===== config.mk =====
export PLATFORM = sky130hd
export DESIGN_NAME = kypd_scan
export DESIGN_NICKNAME = d
export VERILOG_FILES = /design/src/rtl/kypd_pkg.sv /design/src/rtl/kypd_decode.sv /design/src/rtl/kypd_scan.sv
export SDC_FILE = /design/constraint.sdc
export NUM_CORES = 1
export LEC_CHECK = 0
export BUFFER_PORTS_ARGS = -buffer_cell sky130_fd_sc_hd__buf_4
export CAP_MARGIN = 20
export CORE_UTILIZATION = 38
export DETAILED_ROUTE_END_ITERATION = 12
export GPL_TIMING_DRIVEN = 1
export RECOVER_POWER = 100
export SYNTH_ARGS = -nofsm -noshare
export SYNTH_HDL_FRONTEND = slang
export SYNTH_SLANG_ARGS = --single-unit

===== constraint.sdc =====
create_clock -name clk -period 1.9 [get_ports clk]
set_input_delay 0.285 -clock clk [delete_from_list [all_inputs] [get_ports clk]]
set_output_delay 0.285 -clock clk [all_outputs]
set_load 0.05 [all_outputs]

===== src/rtl/kypd_pkg.sv =====
`default_nettype none
// ============================================================================
// Package  : kypd_pkg
// Brief    : Shared state encoding, idle column and key map for the keypad scanner
// Revision : 1.0
// ============================================================================
package kypd_pkg;

    typedef enum logic [1:0] {
        ST_SCAN     = 2'd0,
        ST_DEBOUNCE = 2'd1,
        ST_HELD     = 2'd2,
        ST_RELEASE  = 2'd3
    } kypd_state_e;

    localparam logic [3:0] COL_IDLE = 4'b1110;

    // Entry {row, col} lives at bits [4*(row*4+col) +: 4].
    localparam logic [63:0] KEY_MAP = {
        4'hD, 4'hE, 4'hF, 4'h0,
        4'hC, 4'h9, 4'h8, 4'h7,
        4'hB, 4'h6, 4'h5, 4'h4,
        4'hA, 4'h3, 4'h2, 4'h1
    };

    function automatic logic [1:0] col_index(input logic [3:0] col);
        logic [1:0] idx;
        idx = 2'd0;
        case (col)
            4'b1101: idx = 2'd1;
            4'b1011: idx = 2'd2;
            4'b0111: idx = 2'd3;
            default: idx = 2'd0;
        endcase
        return idx;
    endfunction

    function automatic logic [1:0] lowest_low(input logic [3:0] rows);
        logic [1:0] idx;
        idx = 2'd3;
        if (!rows[0])      idx = 2'd0;
        else if (!rows[1]) idx = 2'd1;
        else if (!rows[2]) idx = 2'd2;
        return idx;
    endfunction

endpackage
`default_nettype wire


===== src/rtl/kypd_decode.sv =====
`default_nettype none
// ============================================================================
// Module   : kypd_decode
// Brief    : Combinational (row, column) to hex key code lookup
// Revision : 1.0
// ============================================================================
module kypd_decode
    import kypd_pkg::*;
(
    input  logic [1:0] row_idx,
    input  logic [1:0] col_idx,
    output logic [3:0] key_code
);

    always_comb begin
        key_code = KEY_MAP[{row_idx, col_idx, 2'b00} +: 4];
    end

endmodule
`default_nettype wire


===== src/rtl/kypd_scan.sv =====
`default_nettype none
// ============================================================================
// Module   : kypd_scan
// Brief    : 4x4 keypad column scanner with row sync, debounce and key strobe
// Revision : 1.0
// ============================================================================
module kypd_scan
    import kypd_pkg::*;
#(
    parameter int COL_BITS = 14,
    parameter int DB_BITS  = 20
) (
    input  logic       clk,
    input  logic       reset,
    input  logic [3:0] row,
    output logic [3:0] col,
    output logic [3:0] key_code,
    output logic       key_valid,
    output logic       key_down
);

    kypd_state_e         state_q, state_d;
    logic [3:0]          sync1_q, row_s_q;
    logic [COL_BITS-1:0] dwell_q, dwell_d;
    logic [DB_BITS-1:0]  db_q, db_d;
    logic [3:0]          col_q, col_d;
    logic [1:0]          r_q, r_d, c_q, c_d;
    logic [3:0]          key_code_q, key_code_d;
    logic                key_valid_q, key_valid_d;
    logic                key_down_q, key_down_d;
    logic [3:0]          map_code;
    logic [3:0]          col_next;
    logic                dwell_tc, db_tc, rows_idle;

    kypd_decode u_decode (
        .row_idx  (r_q),
        .col_idx  (c_q),
        .key_code (map_code)
    );

    assign col_next  = {col_q[2:0], col_q[3]};
    assign dwell_tc  = &dwell_q;
    assign db_tc     = &db_q;
    assign rows_idle = (row_s_q == 4'b1111);

    always_comb begin
        state_d     = state_q;
        dwell_d     = dwell_q;
        db_d        = db_q;
        col_d       = col_q;
        r_d         = r_q;
        c_d         = c_q;
        key_code_d  = key_code_q;
        key_valid_d = 1'b0;
        key_down_d  = key_down_q;
        case (state_q)
            ST_SCAN: begin
                dwell_d = dwell_q + COL_BITS'(1);
                if (dwell_tc) begin
                    if (rows_idle) begin
                        col_d = col_next;
                    end else begin
                        r_d     = lowest_low(row_s_q);
                        c_d     = col_index(col_q);
                        db_d    = '0;
                        dwell_d = '0;
                        state_d = ST_DEBOUNCE;
                    end
                end
            end
            ST_DEBOUNCE: begin
                if (row_s_q[r_q]) begin
                    // Bounce: abandon this key and move on to the next column.
                    db_d    = '0;
                    col_d   = col_next;
                    dwell_d = '0;
                    state_d = ST_SCAN;
                end else begin
                    db_d = db_q + DB_BITS'(1);
                    if (db_tc) begin
                        key_valid_d = 1'b1;
                        key_code_d  = map_code;
                        key_down_d  = 1'b1;
                        state_d     = ST_HELD;
                    end
                end
            end
            ST_HELD: begin
                if (rows_idle) begin
                    db_d    = '0;
                    state_d = ST_RELEASE;
                end
            end
            ST_RELEASE: begin
                if (!rows_idle) begin
                    db_d    = '0;
                    state_d = ST_HELD;
                end else begin
                    db_d = db_q + DB_BITS'(1);
                    if (db_tc) begin
                        key_down_d = 1'b0;
                        col_d      = col_next;
                        dwell_d    = '0;
                        state_d    = ST_SCAN;
                    end
                end
            end
            default: state_d = ST_SCAN;
        endcase
    end

    always_ff @(posedge clk) begin
        if (reset) begin
            state_q     <= ST_SCAN;
            sync1_q     <= 4'b1111;
            row_s_q     <= 4'b1111;
            dwell_q     <= '0;
            db_q        <= '0;
            col_q       <= COL_IDLE;
            r_q         <= 2'd0;
            c_q         <= 2'd0;
            key_code_q  <= 4'h0;
            key_valid_q <= 1'b0;
            key_down_q  <= 1'b0;
        end else begin
            state_q     <= state_d;
            sync1_q     <= row;
            row_s_q     <= sync1_q;
            dwell_q     <= dwell_d;
            db_q        <= db_d;
            col_q       <= col_d;
            r_q         <= r_d;
            c_q         <= c_d;
            key_code_q  <= key_code_d;
            key_valid_q <= key_valid_d;
            key_down_q  <= key_down_d;
        end
    end

    assign col       = col_q;
    assign key_code  = key_code_q;
    assign key_valid = key_valid_q;
    assign key_down  = key_down_q;

endmodule
`default_nettype wire


Yosys cells after proc, flatten, opt, wreduce, memory -nomap -nowiden

Cells that the tools add are included.

Bits in registers: 58
Bits of input ports: 6

$add $sub $neg: 2
Magnitude comparators: 1
Equal/unequal tests: 18
Shift operators: 1
Multiplexer cells: 38
Bitwise gates (word level): 3
Reduce and logical (&&, ||, !) cells: 13

Operators by type and width:

| cell                                                       | number |
|---|---|
| two-way mux 20 bit                                         | 5 |
| case mux 20 bit (4 select lines)                           | 1 |
| two-way mux 14 bit                                         | 5 |
| variable part select 64 x 7 -> 4 bit, first input constant | 1 |
| case mux 14 bit (3 select lines)                           | 1 |
| AND reduction 22 bit                                       | 1 |
| adder 20 x 1 -> 20 bit, second input constant              | 1 |
| two-way mux 4 bit                                          | 5 |
| AND reduction 20 bit                                       | 1 |
| two-way mux 2 bit                                          | 9 |
| inequality test 2 bit, second input constant               | 9 |
| AND reduction 16 bit                                       | 1 |
| adder 14 x 1 -> 14 bit, second input constant              | 1 |
| AND reduction 14 bit                                       | 1 |
| equality test 4 bit, second input constant                 | 3 |
| case mux 4 bit (3 select lines)                            | 1 |
| AND reduction 5 bit                                        | 2 |
| case mux 2 bit (4 select lines)                            | 1 |
| two-way mux 1 bit                                          | 7 |
| inequality test 3 bit, second input constant               | 2 |
| case mux 2 bit (3 select lines)                            | 1 |
| AND reduction 6 bit                                        | 1 |
| equality test 2 bit, second input constant                 | 2 |
| equality test 4 x 3 -> 1 bit, second input constant        | 1 |
| other kinds (11)                                           | 13 |

Longest topological paths before layout

Word-level depth: 4
Gate-level depth with buffers: 8
Depth with buffers taken out: 6

Cells and area by module

A second synthesis with hierarchy kept.

Cells, all modules: 347
Area total of the unflattened synthesis: 2947.8 sq um

Modules (own cells, without submodules):

| module      | times used | cells each | area an instance (sq um) | seq. area each (sq um) |
|---|---|---|---|---|
| kypd_scan   | 1          | 332        | 2819.0                   | 1161.1 |
| kypd_decode | 1          | 15         | 128.9                    | 0.0 |

Worst setup path after synthesis

No wires, ideal clock.

Path kind: register to register
Start: register dwell_q[0]
End: register dwell_q[9]
Library setup time: 0.079 ns
Arrival time: 1.896 ns
Required time: 1.821 ns
Slack: -0.075 ns
Stages on the path, launching flop included: 7
Cells stage by stage: dfxtp_1 > ha_1 > and3_1 > and4_1 > a2111o_1 > or3_1 > o211ai_1

Word-level cells in the longest chain between the ends: 4

RTL lines:

| element                              | line             | text |
|---|---|---|
| from (decl)                          | kypd_scan.sv:24  | `logic [COL_BITS-1:0] dwell_q, dwell_d;` |
| from (signal assigned)               | kypd_scan.sv:129 | `dwell_q <= dwell_d;` |
| adder 14 x 1 -> 14 bit               | kypd_scan.sv:58  | `dwell_d = dwell_q + COL_BITS'(1);` |
| two-way mux 14 bit                   | kypd_scan.sv:60  | `if (rows_idle) begin` |
| two-way mux 14 bit (*)               | kypd_scan.sv:59  | `if (dwell_tc) begin` |
| case mux 14 bit (3 select lines) (*) | kypd_scan.sv:56  | `case (state_q)` |

Every way passes the cells marked *; elsewhere a longest branch is shown, timed or not.
A chain may end at the register's enable or synchronous reset.

Final worst setup path

Start: register dwell_q[1]
End: register db_q[10]

Word-level cells in the longest chain between the ends: 3

RTL lines:

| element                         | line             | text |
|---|---|---|
| AND reduction 14 bit            | kypd_scan.sv:42  | `assign dwell_tc = &dwell_q;` |
| inequality test 2 bit (no line) | n/a              |  |
| AND reduction 3 bit (no line)   | n/a              |  |
| to (signal assigned)            | kypd_scan.sv:118 | `db_q <= '0;` |
| to (signal assigned)            | kypd_scan.sv:130 | `db_q <= db_d;` |
| to (decl)                       | kypd_scan.sv:25  | `logic [DB_BITS-1:0] db_q, db_d;` |

No other way between the ends.

==> qor.yml <==
syn_to_final_growth_pct: 40.0
numPortBuffers: 15
yosysTopAreaCell: "dfxtp_1"
avgSynthCellArea_um2: 8.87
gr-total-overflow: 0
ant_nets: 0
rows: 32
cp_max_fo: 8
cts_root_buffer: "clkbuf_8"
drtPass1Iterations: 4
cts.sinks: 58
finalNetCount: 440
ys_seq_area_frac: 0.387
startpoint_type: "flop"
synth_seq_cells: 58
muxShareOfSynthArea: 0.0534
synth_fa_ha_area_frac: 0.0251
synth_simple_gate_area_share: 0.311
synth_top_area_frac: 0.387
numCtsBuffers: 9
fmax_mhz: 514
ys_types: 63
clockBufferDepth: 2
grt_pass1_vias: 2707
via_count: 2898
synthArstFlopShare: 0
fillers: 684
grt_start_max_net_pins: 32
synth_compound_area_frac: 0.172
synthFlopType: "dfxtp_1"
internal-power_mw: 2.47
switching_share: 0.308
post_drt_wl_per_cell_um: 14.5
r2r_cells: 7
hold_viol: 0
violations: "negative setup slack"
hp-start: "row[1]"
p_clk_frac: 0.319
die_w_um: 90.8
post-place-cells: 505
critPathLaunch: "dwell_q[1]"
slew_headroom: 0.535
irDropWorstVdd_mv: 0.749
dp_hpwl_um: 5260
worst_ep_arrival_time_ps: 2230
grt_pass1_wl_um: 12400
dieArea_mm2: 0.00824
worst_slack_ps: -45.2
htreeDepth: 3
regToRegSetupSlack_ps: -50
grt_use_total: 0.186
met2_usage: 0.290
syn_inst: 338
clk_pin_slew_ps: 70
maxCapViolations: 0
hold_path_end: "sync1_q[1]"
grt.busiest_layer: "met2"
synth.area.top_cells: "dfxtp_1 (39%), a21oi_1 (4.5%), nand2_1 (3.5%), mux2i_1 (3.3%), o31ai_1 (3.0%)"
finalCriticalPeriod_ps: 1950
io_pins: 16
hold_path_class: "input port to flop"
cts_tree: "built"
power_leakage_nw: 1.68
core_area_mm2: 0.00769
maxSlewViolCount: 0
place_congestion: 0.793
drt_iter0_drc: 92
postCtsHoldBufs: 0
n_antenna_cell: 0
stdcell_count: 533
drc: 0
wirelength_um: 7740
synth_edf_count: 0
worstMarginPinSlew_ps: 698
rsz0062_at_grt: "true"
synth_warnings: 0
utilization: 0.546
antenna_found_initial: 0
synth_top_family_by_area: "simple AND/OR/NAND/NOR gates"
worstSetupEndpointType: "flop"
power_density_mw_per_mm2: 849
worst-setup-path-type: "flop to flop"
seqPwrFrac: 0.375
combPwrFrac: 0.306
fin_worst_skew_ps: 7.62
drive_above_1_share: 0.397
viasPerCell: 5.44
setup_viol: 13
die_y_um: 90.8
synth_xor_area_frac: 0.00877
met1_usage: 0.247
r2r-start: "dwell_q[1]"
fin_crit_sh: 1.02
r2r-end: "db_q[10]"
required_ps: 2180
synth_nets: 350
synth_area_mm2: 0.00300
met3_usage: 0.0505
p_sw_mw: 1.10
worst_skew_pair.late_latency_ps: 340
status: "finished with violations"
start_util: 0.390
holdPathStages: 2
[sequential cells by signal, indices dropped and copies added, names as in the netlist, 2 cells and up]
register,flops
sync1_q,4
state_q,2
dwell_q,14
c_q,2
col,4
row_s_q,4
key_code,4
db_q,20
r_q,2
[what timing repair did]
item | 4_1_cts | 5_1_grt
pin swaps | 8 | 31
setup endpoints to repair | 22 | 36
setup buffers | 5 | 8
resized for setup | 12 | 45
cloned | 0 | 3
[worst max-delay path by stage]
stage,end
floorplan,dwell_q[5]
global placement,db_q[18]
detailed placement,db_q[14]
CTS,db_q[16]
global route,db_q[10]
finish,db_q[10]
[cell usage after synthesis, drive strengths merged (2+ instances only)]
| cell type | n |
|---|---|
| or2 | 12 |
| inv | 12 |
| or4 | 12 |
| ha | 6 |
| mux2i | 10 |
| nor4 | 6 |
| a21o | 3 |
| and4 | 7 |
| nand2b | 3 |
| mux4 | 2 |
| clkbuf | 9 |
| a31oi | 3 |
| xnor2 | 2 |
| nand2 | 28 |
| nand4 | 13 |
| dfxtp | 58 |
| and3 | 9 |
| o211ai | 4 |
| nor3 | 11 |
| buf | 7 |
| nor2b | 2 |
| o31ai | 12 |
| and2 | 2 |
| a211o | 4 |
| a21oi | 28 |
| o21ai | 9 |
| nand3 | 18 |
| nor2 | 15 |
| or3 | 11 |
[power groups by stage]
stage / Sequential, mW / Clock [mW] / Combinational [mW]
2_1_floorplan: 1.41 / 0 / 0.427
3_3_place_gp: 1.36 / 0 / 0.806
3_5_place_dp: 1.37 / 0 / 0.821
4_1_cts: 1.34 / 1.15 / 0.854
5_1_grt: 1.34 / 1.21 / 1.18
6_report: 1.34 / 1.14 / 1.09
[critical path, stage by stage (launching register included)]
cell and delay [ps]:
dfxtp_2 350, ha_4 160, nand4_4 90, nor4_4 340, a21oi_4 140, buf_12 160
or4_1 500, a21oi_2 150
[metal layers]
layer	wire (um)	up-vias
met5	0	-
met2	3600	56
met4	116	0
met3	240	15
met1	3790	1370
li1	-	1457
[per-stage QoR]
step	total power, mW	instance area [um2]	TNS [ps]	hold slack (ps)	setup WS, ps
after floorplan	1.83	3020	0	389	12.8
final	3.56	4200	-179	125	-45.2
after global routing	3.73	4200	-2540	111	-155
after global placement	2.17	3700	-73.8	395	-27.3
after CTS	3.35	3970	-27.2	120	-17.3
after detailed placement	2.19	3700	-871	398	-85.1
[area by class of cell]
class | instances | area [um2] | area share
multi-input cells | 251 | 1880 | 0.448
flip-flops and latches | 58 | 1190 | 0.283
repair buffers | 95 | 762 | 0.182
clock buffers | 11 | 151 | 0.0361
well taps | 102 | 128 | 0.0304
inverters | 13 | 48.8 | 0.0116
clock inverters | 3 | 40.0 | 0.00954
[placed cells by master, fill, tap and decap left out, drive strengths merged, types with 7 or more instances in the layout]
master	netlist	final
or2	12	12
mux2i	10	10
o21ai	9	9
nor2	15	15
clkbuf	9	24
nand4	13	13
dfxtp	58	58
nand3	18	18
and4	7	7
and3	9	9
a21oi	28	28
or4	12	12
inv	12	12
o31ai	12	12
nand2	28	28
buf	7	82
or3	11	11
nor3	11	11
[cells by family after synthesis]
logic type / count (synthesis)
adders and majority gates: 6
and+or+nand+nor: 152
buffers and inverters: 29
xor gates and xnor gates: 3
AOI/OAI and AO/OA: 77
DFF: 58
muxes: 13
Note: power is estimated with default switching activity, not from simulation.
